===== src/rtl/cook_timer_pkg.sv =====
// Shared types and constants for the cook timer: FSM state codes, BCD wrap limits,
// the default alarm length and a single-digit BCD decrement helper.
package cook_timer_pkg;

  typedef enum logic [2:0] {
    ST_IDLE  = 3'd0,
    ST_ENTRY = 3'd1,
    ST_COOK  = 3'd2,
    ST_PAUSE = 3'd3,
    ST_DONE  = 3'd4
  } state_e;

  localparam logic [3:0] BCD_UNITS_MAX  = 4'd9;
  localparam logic [3:0] BCD_TENS_MAX   = 4'd5;
  localparam int         DONE_TICKS_DEF = 3;

  // A zero digit wraps to the given limit; the caller propagates the borrow.
  function automatic logic [3:0] bcd_dec(input logic [3:0] d, input logic [3:0] wrap);
    return (d == 4'd0) ? wrap : d - 4'd1;
  endfunction

endpackage


===== src/rtl/mmss_down_counter.sv =====
// MM:SS time register made of four BCD digits: clear, keypad shift-in,
// seconds-tens clamp and a cascaded one-second down-count.
module mmss_down_counter
  import cook_timer_pkg::*;
(
  input  logic        clk,
  input  logic        rstn,
  input  logic        clr,
  input  logic        shift_en,
  input  logic [3:0]  shift_digit,
  input  logic        clamp_en,
  input  logic        dec_en,
  output logic [15:0] digits,
  output logic        is_zero,
  output logic        is_one
);

  logic [3:0] sec_u, sec_t, min_u, min_t;

  assign digits  = {min_t, min_u, sec_t, sec_u};
  assign is_zero = (digits == 16'h0000);
  assign is_one  = (digits == 16'h0001);

  always_ff @(posedge clk or negedge rstn) begin
    if (!rstn) begin
      sec_u <= 4'd0;
      sec_t <= 4'd0;
      min_u <= 4'd0;
      min_t <= 4'd0;
    end else if (clr) begin
      sec_u <= 4'd0;
      sec_t <= 4'd0;
      min_u <= 4'd0;
      min_t <= 4'd0;
    end else if (clamp_en) begin
      if (sec_t > BCD_TENS_MAX) sec_t <= BCD_TENS_MAX;
    end else if (shift_en) begin
      min_t <= min_u;
      min_u <= sec_t;
      sec_t <= sec_u;
      sec_u <= shift_digit;
    end else if (dec_en) begin
      sec_u <= bcd_dec(sec_u, BCD_UNITS_MAX);
      if (sec_u == 4'd0) begin
        sec_t <= bcd_dec(sec_t, BCD_TENS_MAX);
        if (sec_t == 4'd0) begin
          min_u <= bcd_dec(min_u, BCD_UNITS_MAX);
          if (min_u == 4'd0) min_t <= bcd_dec(min_t, BCD_UNITS_MAX);
        end
      end
    end
  end

endmodule


===== src/rtl/cook_timer_ctrl.sv =====
// Microwave cook timer controller: keypad entry, BCD countdown and end alarm.
// Optional door interlock is enabled by defining DOOR_INTERLOCK_EN.
//
//   state | meaning
//   IDLE  | time cleared, waiting for first key
//   ENTRY | keypad digits being shifted in
//   COOK  | magnetron on, counting down on tick
//   PAUSE | magnetron off, time held
//   DONE  | alarm on for DONE_TICKS ticks
module cook_timer_ctrl
  import cook_timer_pkg::*;
#(
  parameter int DONE_TICKS = DONE_TICKS_DEF
) (
  input  logic        clk,
  input  logic        rstn,
  input  logic        tick,
  input  logic        key_valid,
  input  logic [3:0]  key_digit,
  input  logic        start,
  input  logic        stop_clear,
  input  logic        door_open,
  output logic [15:0] digits,
  output logic        magnetron,
  output logic        done,
  output logic [2:0]  state
);

  localparam int DCW = (DONE_TICKS > 1) ? $clog2(DONE_TICKS) : 1;

  state_e         state_q;
  logic [DCW-1:0] done_cnt;
  logic           door_block;
  logic           key_ok, start_ok;
  logic           ev_clr, ev_shift, ev_clamp, ev_go, ev_pause, ev_dec;
  logic           is_zero, is_one;

`ifdef DOOR_INTERLOCK_EN
  assign door_block = door_open;
`else
  assign door_block = 1'b0;
  logic unused_door;
  assign unused_door = door_open;
`endif

  assign key_ok   = key_valid && (key_digit <= BCD_UNITS_MAX);
  assign start_ok = start && !door_block;
  assign state    = state_q;

  // Ignored strobes behave as absent, so a lower-priority input may act instead.
  always_comb begin
    ev_clr   = 1'b0;
    ev_shift = 1'b0;
    ev_clamp = 1'b0;
    ev_go    = 1'b0;
    ev_pause = 1'b0;
    ev_dec   = 1'b0;
    unique case (state_q)
      ST_IDLE: begin
        if (stop_clear)  ev_clr   = 1'b1;
        else if (key_ok) ev_shift = 1'b1;
      end
      ST_ENTRY: begin
        if (stop_clear) ev_clr = 1'b1;
        else if (start_ok && !is_zero) begin
          ev_go    = 1'b1;
          ev_clamp = 1'b1;
        end else if (key_ok) ev_shift = 1'b1;
      end
      ST_COOK: begin
        if (stop_clear || door_block) ev_pause = 1'b1;
        else if (tick && !is_zero)    ev_dec   = 1'b1;
      end
      ST_PAUSE: begin
        if (stop_clear)    ev_clr = 1'b1;
        else if (start_ok) ev_go  = 1'b1;
      end
      ST_DONE: ev_clr = stop_clear;
      default: ev_clr = 1'b1;
    endcase
  end

  always_ff @(posedge clk or negedge rstn) begin
    if (!rstn) begin
      state_q   <= ST_IDLE;
      magnetron <= 1'b0;
      done      <= 1'b0;
      done_cnt  <= '0;
    end else begin
      unique case (state_q)
        ST_IDLE: if (ev_shift) state_q <= ST_ENTRY;
        ST_ENTRY: begin
          if (ev_clr) state_q <= ST_IDLE;
          else if (ev_go) begin
            state_q   <= ST_COOK;
            magnetron <= 1'b1;
          end
        end
        ST_COOK: begin
          if (ev_pause) begin
            state_q   <= ST_PAUSE;
            magnetron <= 1'b0;
          end else if (ev_dec && is_one) begin
            state_q   <= ST_DONE;
            magnetron <= 1'b0;
            done      <= 1'b1;
            done_cnt  <= DCW'(DONE_TICKS - 1);
          end
        end
        ST_PAUSE: begin
          if (ev_clr) state_q <= ST_IDLE;
          else if (ev_go) begin
            state_q   <= ST_COOK;
            magnetron <= 1'b1;
          end
        end
        ST_DONE: begin
          if (stop_clear) begin
            state_q <= ST_IDLE;
            done    <= 1'b0;
          end else if (tick) begin
            if (done_cnt == '0) begin
              state_q <= ST_IDLE;
              done    <= 1'b0;
            end else begin
              done_cnt <= done_cnt - 1'b1;
            end
          end
        end
        default: begin
          state_q   <= ST_IDLE;
          magnetron <= 1'b0;
          done      <= 1'b0;
        end
      endcase
    end
  end

  mmss_down_counter u_mmss (
    .clk         (clk),
    .rstn        (rstn),
    .clr         (ev_clr),
    .shift_en    (ev_shift),
    .shift_digit (key_digit),
    .clamp_en    (ev_clamp),
    .dec_en      (ev_dec),
    .digits      (digits),
    .is_zero     (is_zero),
    .is_one      (is_one)
  );

endmodule


===== config.mk =====
export PLATFORM = sky130hd
export DESIGN_NAME = cook_timer_ctrl
export DESIGN_NICKNAME = d
export VERILOG_FILES = /design/src/rtl/cook_timer_pkg.sv /design/src/rtl/mmss_down_counter.sv /design/src/rtl/cook_timer_ctrl.sv
export SDC_FILE = /design/constraint.sdc
export NUM_CORES = 1
export LEC_CHECK = 0
export BUFFER_PORTS_ARGS = -buffer_cell sky130_fd_sc_hd__buf_2
export CAP_MARGIN = 10
export CORE_MARGIN = 2
export CORE_UTILIZATION = 49
export CTS_CLUSTER_DIAMETER = 150
export DETAILED_ROUTE_END_ITERATION = 7
export PLACE_DENSITY = 0.87
export SYNTH_ARGS = -nofsm -noshare
export SYNTH_HDL_FRONTEND = slang
export SYNTH_HIERARCHICAL = 1
export SYNTH_SLANG_ARGS = --single-unit

===== constraint.sdc =====
create_clock -name clk -period 2.9 [get_ports clk]
set_input_delay 0.29 -clock clk [delete_from_list [all_inputs] [get_ports clk]]
set_output_delay 0.29 -clock clk [all_outputs]
set_load 0.05 [all_outputs]

* After elaboration in Yosys (flattened, before gate mapping) *
Cells that the tools add are included.

storage, ports and cells
  bits in registers = 23
  output and inout bits = 21
  input port bits = 11

cells by class
  $add $sub $neg = 5
  multiplexer cells = 70
  bitwise logic cells = 2
  equality and inequality tests = 19
  reduce and logical (&&, ||, !) cells = 30
  $lt $le $gt $ge = 2

operator list
  operator                                                                number
  4-bit 2-to-1 mux                                                        27
  3-bit 2-to-1 mux                                                        8
  1-bit 2-to-1 mux                                                        23
  16-bit by 1-bit equality test with 1-bit output, second input constant  1
  16-bit zero test                                                        1
  4-bit zero test                                                         4
  2-bit inequality test, second input constant                            8
  4-bit by 1-bit subtractor with 4-bit output, second input constant      4
  5-bit AND reduction                                                     3
  3-bit one-hot mux with 4 select lines                                   1
  3-bit nonzero test                                                      4
  2-bit 2-to-1 mux                                                        5
  3-bit inequality test, second input constant                            3
  1-bit one-hot mux with 3 select lines                                   3
  4-bit AND reduction                                                     2
  4-bit nonzero test                                                      2
  3-bit by 2-bit equality test with 1-bit output, second input constant   2
  6-bit AND reduction                                                     1
  4-bit by 3-bit > comparator with 1-bit output, second input constant    1
  4-bit <= comparator, second input constant                              1
  1-bit logical AND                                                       4
  1-bit one-hot mux with 2 select lines                                   2
  2-bit one-hot mux with 2 select lines                                   1
  2-bit OR reduction                                                      2
  other kinds (14)                                                        15

* Logic depth before layout (Yosys ltp) *
Gate-level depths: netlist (run 1).

  depth in word-level cells = 10
  depth in mapped cells = 10
  mapped depth without buffers = 8

* Cells and area by module *
Netlist (run 1), hierarchy kept.

by module, submodules not included
  module             times used  cells each  area an instance (um2)
  mmss_down_counter  1           130         1121.1
  cook_timer_ctrl    1           55          516.7

* Least setup slack after synthesis (run 1) *
OpenSTA, ideal clock, no wires.

  path type = register to register
  start point = register u_mmss.min_u[0]
  end point = register u_mmss.min_t[0]
  data arrival time = 3057 ps
  required time = 2775 ps
  library setup time = 125 ps
  stages on the path, launching flop included = 10
  clock period less this slack = 3182 ps
  setup slack = -282 ps
  cells stage by stage = dfrtp_1 -> clkbuf_1 -> nor4_1 -> and4_1 -> and3b_1 -> nor3_1 -> nor2_1 -> o21bai_1 -> and3_4 -> mux2_4

on the way
  word-level cells in the longest chain between the ends = 9

ends and longest elaborated chain
  item                                     RTL line                 RTL
  start: declaration                       mmss_down_counter.sv:18  logic [3:0] sec_u, sec_t, min_u, min_t;
  start signal: assignment                 mmss_down_counter.sv:39  min_u <= sec_t;
  start signal: assignment                 mmss_down_counter.sv:47  min_u <= bcd_dec(min_u, BCD_UNITS_MAX);
  16-bit zero test *                       mmss_down_counter.sv:21  assign is_zero = (digits == 16'h0000);
  named net is_zero                        cook_timer_ctrl.sv:36    logic is_zero, is_one;
  1-bit zero test *                        cook_timer_ctrl.sv:65    else if (start_ok && !is_zero) begin
  1-bit logical AND *                      cook_timer_ctrl.sv:65
  1-bit 2-to-1 mux *                       cook_timer_ctrl.sv:65
  1-bit 2-to-1 mux *                       cook_timer_ctrl.sv:64    if (stop_clear) ev_clr = 1'b1;
  1-bit one-hot mux with 2 select lines *  cook_timer_ctrl.sv:58    unique case (state_q)
  named net ev_shift                       cook_timer_ctrl.sv:35    logic ev_clr, ev_shift, ev_clamp, ev_go, ev_pause, ev_dec;
  4-bit 2-to-1 mux                         mmss_down_counter.sv:37  end else if (shift_en) begin
  4-bit 2-to-1 mux                         mmss_down_counter.sv:35  end else if (clamp_en) begin
  4-bit 2-to-1 mux                         mmss_down_counter.sv:30  end else if (clr) begin
  end signal: assignment                   mmss_down_counter.sv:38  min_t <= min_u;
  end signal: assignment                   mmss_down_counter.sv:48  if (min_u == 4'd0) min_t <= bcd_dec(min_t, BCD_UNITS_MAX);
  end: declaration                         mmss_down_counter.sv:18

Mark *: on every way through the listed nets, which the timed path passes. The rest lies on a longest branch. The select of a mux whose other input is x is not followed.
A chain may end at the register's enable or synchronous reset.

* Final worst setup path (run 1) *
  start point = register u_mmss.min_t[1]
  end point = register u_mmss.sec_t[2]

on the way
  word-level cells in the longest chain between the ends = 9

ends and longest elaborated chain
  item                                     RTL line                 RTL
  16-bit zero test *                       mmss_down_counter.sv:21
  named net is_zero                        cook_timer_ctrl.sv:36
  1-bit zero test *                        cook_timer_ctrl.sv:65
  1-bit logical AND *                      cook_timer_ctrl.sv:65
  1-bit 2-to-1 mux *                       cook_timer_ctrl.sv:65
  1-bit 2-to-1 mux *                       cook_timer_ctrl.sv:64
  1-bit one-hot mux with 2 select lines *  cook_timer_ctrl.sv:58
  named net ev_shift                       cook_timer_ctrl.sv:35
  4-bit 2-to-1 mux                         mmss_down_counter.sv:37
  4-bit 2-to-1 mux                         mmss_down_counter.sv:35
  4-bit 2-to-1 mux                         mmss_down_counter.sv:30
  end signal: assignment                   mmss_down_counter.sv:40  sec_t <= sec_u;
  end signal: assignment                   mmss_down_counter.sv:45  sec_t <= bcd_dec(sec_t, BCD_TENS_MAX);
  end: declaration                         mmss_down_counter.sv:18

Mark *: on every way through the listed nets, which the timed path passes. The rest lies on a longest branch.

==> summary.txt, run 1 <==
STA
  • Rel. slew slack: a little under two thirds
  • # setup viols final: 0
  • Worst Skew: ~5.6 ps
  • Final Slew Violations: 0
  • Final hold viol count: 0
  • Least-Margin Pin Slew: approximately 540 ps
  • Fin crit share: 95.3%
  • RSZ-0062 raised after global routing: no
  • Max Fclk: ~360 MHz
  • Setup TNS: 0 ps
  • Min Clock Period, post-route: 2770 ps

Floorplan
  • Die X: between 60 and 70 µm
  • I/O pins: 32
  • CORE AREA: approximately 3100 µm²
  • Die area: about 3800 µm²
  • Std-Cell Rows: 20
  • Die Ht: 61.8 µm
  • Starting Density: 52.4%

Synth
  • Mean post-synth cell area: 8.85 µm²
  • Ys async rst share: 100%
  • YS warnings: 6
  • Seq/Total Area, Yosys: a little over a third
  • Netlist Area Pre-Place: about 1600 µm²
  • Post-synth EDFFs: 0
  • Predominant post-synthesis flop cell: dfrtp_1
  • Synth unique cells: 54
  • Synth Net Count: roughly 200
  • Mapped Cells: 185
  • Synthesized flop and latch total: 23

Power and ir drop
  • Sequential power share: between 20% and 30%
  • Psw: 1.15 mW
  • Pleak: a little under 0.9 nW
  • Max IR drop VDD: 0.511 mV
  • Combinational power share: about two thirds
  • Clock share of power: 6.8%
  • Pwr Density: roughly 1100 nW/µm²
  • Sw frac: a little over half
  • Int Pwr: slightly above 1 mW

Layout
  • Area Growth Syn to Fin: 18.8%
  • Filler Cell Count: 282
  • Final Core Density: slightly above 60%
  • Final #Nets: around 240
  • ANT cells: 0
  • Share of layout cells above drive strength 1: 29.2%

Worst hold path
  • WHS Endpoint: u_mmss/sec_u[0]
  • Worst hold start: key_digit[0]
  • Hold path depth: 3
  • Hold Path Class: input port to flip-flop

Clocking
  • Total CTS buffers: 3
  • CTS max path bufs: 2
  • Clock tree sinks: 23
  • Max H-tree Level: 1
  • Clock-pin slew on the worst setup and hold paths: about 120 ps
  • Root Buffer: clkbuf_4
  • CTS tree: built
  • Clock Latency Late Sink: roughly 310 ps

Setup path
  • R2R depth: 8
  • CP max-delay cell: nor4_1
  • R2R Setup Slk: roughly 130 ps
  • Max incr delay on CP: 490 ps
  • CP max FO: 12
  • Worst EP required: about 3100 ps
  • Setup crit end kind: flip-flop
  • Crit path cell chain: nor4_1, and4_1, and3b_1, nor3_2, inv_1, nor3_1, a311oi_1, mux2_1
  • R2R Path Start: u_mmss/min_t[1]
  • Worst R2R End: u_mmss/sec_t[2]
  • Crit Path Category: flip-flop to flip-flop
  • Startpoint Class: flip-flop
  • WP buf/inv: 1
  • CP top delay family: simple AND/OR/NAND/NOR gates
  • CP Data Arrival Time: 2970 ps

Global route
  • Initial antenna violation count: 0
  • Global Route Usage Sum: around 22%
  • Grt ovf: 0
  • Pin count of the biggest net entering global routing: 24
  • Vias in the first global route: ~1400
  • First-pass GRT wire length: 6.44 mm

Job
  • Max-Cap Viols: 0

Placement
  • Routability congestion estimate: 0.794
  • DPL Wire Length: approximately 2.8 mm
  • IO buf count: 30

Detailed routing
  • ANT nets after route: 0
  • WL/cell: 14.7 µm
  • Routed vias: 1646
  • Vias/cell: between 6 and 7
  • Drt first pass iters: 4
  • Post-route DRC: 0
  • Routed wire length: 3.96 mm
  • Initial drt markers: ~140

Run status
  • Outcome: complete, no violations
-- worst max-delay path by stage --
stage	from	end	depth (start not counted)	slack, ps
2_1_floorplan	u_mmss/min_u[0]	u_mmss/min_t[0]	9	3
3_5_place_dp	u_mmss/min_t[1]	u_mmss/sec_t[2]	8	220
4_1_cts	u_mmss/min_t[1]	u_mmss/sec_t[2]	8	170
3_3_place_gp	u_mmss/min_t[0]	u_mmss/sec_t[2]	8	330
6_report	u_mmss/min_t[1]	u_mmss/sec_t[2]	8	130
5_1_grt	u_mmss/min_t[1]	u_mmss/sec_t[2]	8	10
-- synthesized netlist by cell type, types with 3 or more instances --
cell / instances / area share, %
dfrtp_1: 23 / 35
nor2_1: 22 / 5.0
a21oi_1: 11 / 3.4
nand2_1: 10 / 2.3
nor3_1: 10 / 3.1
inv_1: 8 / 1.8
nand3_1: 8 / 2.4
clkbuf_1: 7 / 1.6
o21ai_0: 7 / 2.1
o2bb2ai_1: 6 / 3.2
nor4_1: 5 / 1.9
buf_6: 4 / 2.7
nand2b_1: 4 / 1.5
o31ai_1: 4 / 1.8
a21o_1: 3 / 1.4
mux2_1: 3 / 2.1
mux2_4: 3 / 2.7
mux2i_1: 3 / 1.8
-- cells in the final DEF (no fill, tap or decap), types with 2 or more instances in the layout --
cell type / count
buf_4: 18
a311oi_1: 2
nor2_1: 22
nor4_1: 5
or4b_4: 2
or3_1: 2
a21o_1: 3
nand2_1: 10
o2bb2ai_1: 6
dfrtp_1: 23
clkbuf_4: 3
a211oi_1: 2
mux2i_1: 3
o21a_1: 2
o21ai_0: 7
o31ai_1: 4
inv_1: 8
nand3_1: 8
nor3_1: 9
nand2b_1: 4
a21oi_1: 11
o21ai_1: 2
mux2_1: 3
buf_2: 30
nand4_1: 2
a31oi_1: 2
mux2_4: 3
-- state kept, by name, summed over array words and instances, names as in the netlist --
| signal | count |
|---|---|
| done | 1 |
| done_cnt | 2 |
| magnetron | 1 |
| state | 3 |
| u_mmss/min_t | 4 |
| u_mmss/min_u | 4 |
| u_mmss/sec_t | 4 |
| u_mmss/sec_u | 4 |
-- per-stage QoR --
step                      total power [mW]  worst slack, ps  hold slack (ps)  instance area, µm²  instances
after CTS                             2.15              172              228                1950        270
after global placement                1.97              326              298                1910        265
final                                 2.16              135              238                1950        270
after detailed placement              2.00              217              292                1910        265
after global routing                  2.31             11.9              239                1950        270
after floorplan                       1.65             3.02            -5.59                1650        185
-- power by group through the flow --
stage                     combinational [mW]  clock, mW  sequential (mW)
after floorplan                        0.721          0            0.931
after global placement                  1.41          0            0.555
after detailed placement                1.44          0            0.560
after CTS                               1.45      0.152            0.554
after global routing                    1.57      0.167            0.576
final                                   1.46      0.146            0.555
-- what timing repair did --
item | 4_1_cts | 5_1_grt
hold buffers | 1 | 0
endpoints found under the hold margin | 23 | 0
gates resized for setup | 0 | 0
buffers inserted | 0 | 0
-- worst reg2reg max path, delay by kind of cell, from the launching register on --
family | cells | cell delay, ps
simple gates | 5 | 1530
flops | 1 | 470
buf+inv | 1 | 290
mux | 1 | 290
compound gates | 1 | 70
-- layer usage --
layer | up-vias | GRT usage (%) | wire length, µm
met3 | 4 | 3.31 | 271
met5 | - | 0 | 0
met1 | 790 | 31.4 | 1780
met2 | 70 | 35.5 | 1880
met4 | 0 | 6.38 | 25
li1 | 782 | - | -
-- kinds of logic after synthesis --
kind of cell               Yosys count  synth area share [%]
and+or+nand+nor                     76                  25.4
buffers and inverters               20                  6.65
adders and majority gates            1                 0.764
DFF                                 23                  35.1
AOI/OAI and AO/OA                   56                  25.4
muxes                                9                  6.65
-- layout make-up --
cell class | count | area (µm²) | share of cell area (%)
Sequential cell | 23 | 576 | 29.6
Clock buffer | 3 | 22.5 | 1.16
Clock inverter | 1 | 5.00 | 0.257
Multi-Input combinational cell | 142 | 962 | 49.5
Inverter | 8 | 30.0 | 1.54
Tap cell | 44 | 55.1 | 2.83
Timing Repair Buffer | 49 | 295 | 15.2
No activity file was read; power rests on OpenSTA's default activity.
==> run 2: changes to the inputs <==
Settings changed: CORE_UTILIZATION 49 to 55, PLACE_DENSITY 0.87 to 0.92, SYNTH_HIERARCHICAL 1 to default.
Clock period 2.9 ns to 3.6 ns, I/O delays scaled along.
==> run 2 against run 1 <==
First-iteration DRC count fell by 59%. Final cell count fell by 14%. Synthesized cell count fell by 5.4%. Critical endpoint is now u_mmss.sec_t[2]. Clock power fell by 16%. Global-route usage rose by 0.99 points. The run now ends with hold timing left. Synthesized area fell by 3.2%. Critical path type unchanged. Utilization rose by 0.96 points. Register-to-register slack improved by 1400 ps. Combinational power fell by 37%.
==> summary.txt, run 2 <==
Synth
  • Mean post-synth cell area: 9.06 µm² (was 8.85 µm²)
  • Synthesized flop and latch total: 23 (unchanged)
  • Synth area leader: dfrtp_1 (unchanged)
  • Post-synth top cells: 23 x dfrtp_1, 21 x nand2_1, 15 x o21ai_0 (was 23 x dfrtp_1, 22 x nor2_1, 11 x a21oi_1)
  • Area contributors post-synth: dfrtp_1 36%, nand2_1 5.0%, o21ai_0 4.7% (was dfrtp_1 35%, nor2_1 5.0%, a21oi_1 3.4%)
  • Predominant post-synthesis flop cell: dfrtp_1 (unchanged)
  • Ys async rst share: 100% (unchanged)
  • Post-synth EDFFs: 0 (unchanged)
  • Synth unique cells: 54 (unchanged)
  • Seq/Total Area, Yosys: 36.3% (was 35.1%)
  • Mapped Cells: 175 (was 185)
  • YS warnings: 0 (was 6)
  • Synth Net Count: 187 (was 197)
  • Netlist Area Pre-Place: 1590 µm² (was 1640 µm²)
  • Synth top area share: 36.3% (was 35.1%)
  • Count leader, synth: dfrtp_1 (unchanged)

Detailed routing
  • Vias/cell: 6.58 (was 6.10)
  • Routed wire length: 3.61 mm (was 3.96 mm)
  • Routed vias: 1519 (was 1646)
  • Initial drt markers: 58 (was 143)
  • ANT nets after route: 0 (unchanged)
  • Post-route DRC: 0 (unchanged)
  • WL/cell: 15.6 µm (was 14.7 µm)
  • Drt first pass iters: 4 (unchanged)

Global route
  • Vias in the first global route: 1323 (was 1446)
  • Global Route Usage Sum: 23.2% (was 22.2%)
  • Grt ovf: 0 (unchanged)
  • Pin count of the biggest net entering global routing: 24 (unchanged)
  • Initial antenna violation count: 0 (unchanged)
  • First-pass GRT wire length: 6.11 mm (was 6.44 mm)

Placement
  • DPL Wire Length: 2.63 mm (was 2.81 mm)
  • Dpl cells: 227 (was 265)
  • Setup WS pre-CTS: 1560 ps (was 217 ps)
  • IO buf count: 30 (unchanged)
  • Routability congestion estimate: 0.937 (was 0.794)

Setup path
  • CP max-delay cell: dfrtp_1 (was nor4_1)
  • CP max FO: 14 (was 12)
  • CP Data Arrival Time: 2360 ps (was 2970 ps)
  • Crit path cell chain: nor4_4, and4_4, o21ai_2, a311oi_1, o221a_1 (was nor4_1, and4_1, and3b_1, nor3_2, inv_1, nor3_1, a311oi_1, mux2_1)
  • Startpoint Class: flip-flop (unchanged)
  • Setup crit end kind: flip-flop (unchanged)
  • Crit Path Category: flip-flop to flip-flop (unchanged)
  • Worst EP required: 3870 ps (was 3100 ps)
  • Max incr delay on CP: 520 ps (was 490 ps)

Layout
  • Final #Nets: 213 (was 239)
  • Commonest non-fill, non-tap cell in the layout: buf_2 (unchanged)
  • ANT cells: 0 (unchanged)
  • Filler Cell Count: 246 (was 282)
  • Most frequent cells in the layout: 30 x buf_2, 23 x dfrtp_1, 21 x nand2_1 (was 30 x buf_2, 23 x dfrtp_1, 22 x nor2_1)
  • Reg area: 576 µm² (unchanged)
  • Multi-input logic area: 923 µm² (was 962 µm²)
  • Share of layout cells above drive strength 1: 27.5% (was 29.2%)
  • Final Core Density: 63.2% (was 62.2%)
  • Area Growth Syn to Fin: 9.87% (was 18.8%)
  • Non-filler instance count after layout: 231 (was 270)

Job
  • Max-Cap Viols: 0 (unchanged)

Floorplan
  • Starting Density: 57.5% (was 52.4%)
  • Die Ht: 57.7 µm (was 61.8 µm)
  • I/O pins: 32 (unchanged)
  • CORE AREA: 2760 µm² (was 3130 µm²)
  • Std-Cell Rows: 19 (was 20)
  • Die area: 3330 µm² (was 3820 µm²)
  • Die X: 57.7 µm (was 61.8 µm)

Clocking
  • Hold_buf cts: 0 (was 1)
  • Root Buffer: clkbuf_4 (unchanged)
  • CTS max path bufs: 2 (unchanged)
  • CTS tree: built (unchanged)
  • Clock Latency Late Sink: 320 ps (was 310 ps)
  • Total CTS buffers: 3 (unchanged)
  • Clock-pin slew on the worst setup and hold paths: 130 ps (was 120 ps)
  • Clock tree sinks: 23 (unchanged)
  • Max H-tree Level: 1 (unchanged)
  • CTS-repair resized insts: 0 (unchanged)
  • Postcts setup bufs: 0 (unchanged)

STA
  • Max Fclk: 478 MHz (was 362 MHz)
  • Rel. slew slack: 62.4% (was 64.0%)
  • # setup viols final: 0 (unchanged)
  • Min Clock Period, post-route: 2090 ps (was 2770 ps)
  • Fin worst setup slack: 1510 ps (was 135 ps)
  • Hold slack: -12.9 ps (was 238 ps)
  • Fin crit share: 58.1% (was 95.3%)
  • Final Slew Violations: 0 (unchanged)
  • RSZ-0062 raised after global routing: no (unchanged)
  • Setup TNS: 0 ps (unchanged)
  • Worst Skew: 9.40 ps (was 5.62 ps)
  • Least-Margin Pin Slew: 564 ps (was 539 ps)
  • Final hold viol count: 13 (was 0)

Power and ir drop
  • Pleak: 0.775 nW (was 0.884 nW)
  • Psw: 897 µW (was 1.15 mW)
  • Sequential power share: 33.8% (was 25.7%)
  • Max IR drop VDD: 0.749 mV (was 0.511 mV)
  • Clock share of power: 7.8% (was 6.8%)
  • Sw frac: 56.9% (was 53.2%)
  • Combinational power share: 58.4% (was 67.6%)
  • Int Pwr: 680 µW (was 1.01 mW)
  • Pwr Density: 905 nW/µm² (was 1110 nW/µm²)

Run status
  • Outcome: finished with violations (was complete, no violations)
  • Failing checks: hold timing

Worst hold path
  • Hold Path Class: input port to asynchronous set/reset pin (was input port to flip-flop)
-- run 2: cell count changes after synthesis, moves of 5 or more --
cell,before,now
nand2_1,10,21
nor2_1,22,13
o21ai_0,7,15
clkbuf_1,7,0
buf_2,0,6
nor3_1,10,5
-- run 2: cell families after synthesis --
| group | synth area share (%) |
|---|---|
| multiplexers | 2.60 |
| adder cells (fa/ha/maj) | 0.789 |
| AND/OR/NAND/NOR | 26.9 |
| flip-flops | 36.3 |
| buffers and inverters | 5.45 |
| AO/OA/AOI/OAI | 27.4 |
| XOR/XNOR | 0.553 |
-- run 2: through the flow --
step	total power, mW	cell area, µm²
2_1_floorplan	1.27	1590
3_3_place_gp	1.43	1710
3_5_place_dp	1.45	1710
4_1_cts	1.57	1740
5_1_grt	1.68	1740
6_report	1.58	1740
-- run 2: worst max-delay path, delay by kind of cell (launching register included) --
| kind | cells | cell delay [ps] |
|---|---|---|
| and+or+nand+nor | 2 | 840 |
| AOI/OAI and AO/OA | 3 | 690 |
| DFF | 1 | 520 |
-- run 2: routing by layer --
metal | track usage, % | vias up | routed length (µm)
li1 | - | 713 | -
met1 | 32.1 | 745 | 1580
met2 | 38.1 | 57 | 1820
met3 | 4.46 | 4 | 188
met4 | 4.98 | 0 | 18
met5 | 0 | - | 0
-- run 2: final timing paths --
| path | startpoint | end | slack [ps] | cells after the start |
|---|---|---|---|---|
| worst max-delay path | u_mmss.sec_u[0] | u_mmss.sec_t[2] | 1510 | 5 |
| worst min-delay path | rstn | u_mmss.min_t[2] | -10 | 1 |
| worst max register to register | u_mmss.sec_u[0] | u_mmss.sec_t[2] | 1510 | 5 |
| worst min register to register | done | done | 510 | 2 |
| max in group asynchronous | rstn | done | 3260 | 1 |
| min in group clk | key_digit[0] | u_mmss.sec_u[0] | 330 | 3 |
-- run 2: power groups by stage --
stage	Combinational [mW]	Clock, mW	Sequential (mW)
floorplan	0.499	0	0.768
global placement	0.898	0	0.532
detailed placement	0.917	0	0.535
CTS	0.918	0.125	0.529
global route	0.990	0.137	0.550
finish	0.921	0.123	0.533
-- run 2: cell type report --
| type | count | share of cell area, % |
|---|---|---|
| Tap cell | 31 | 2.23 |
| Timing Repair Buffer | 30 | 8.62 |
| Clock buffer | 3 | 1.29 |
| Multi-Input combinational cell | 136 | 53.0 |
| Sequential cell | 23 | 33.0 |
| Inverter | 7 | 1.51 |
| Clock inverter | 1 | 0.287 |
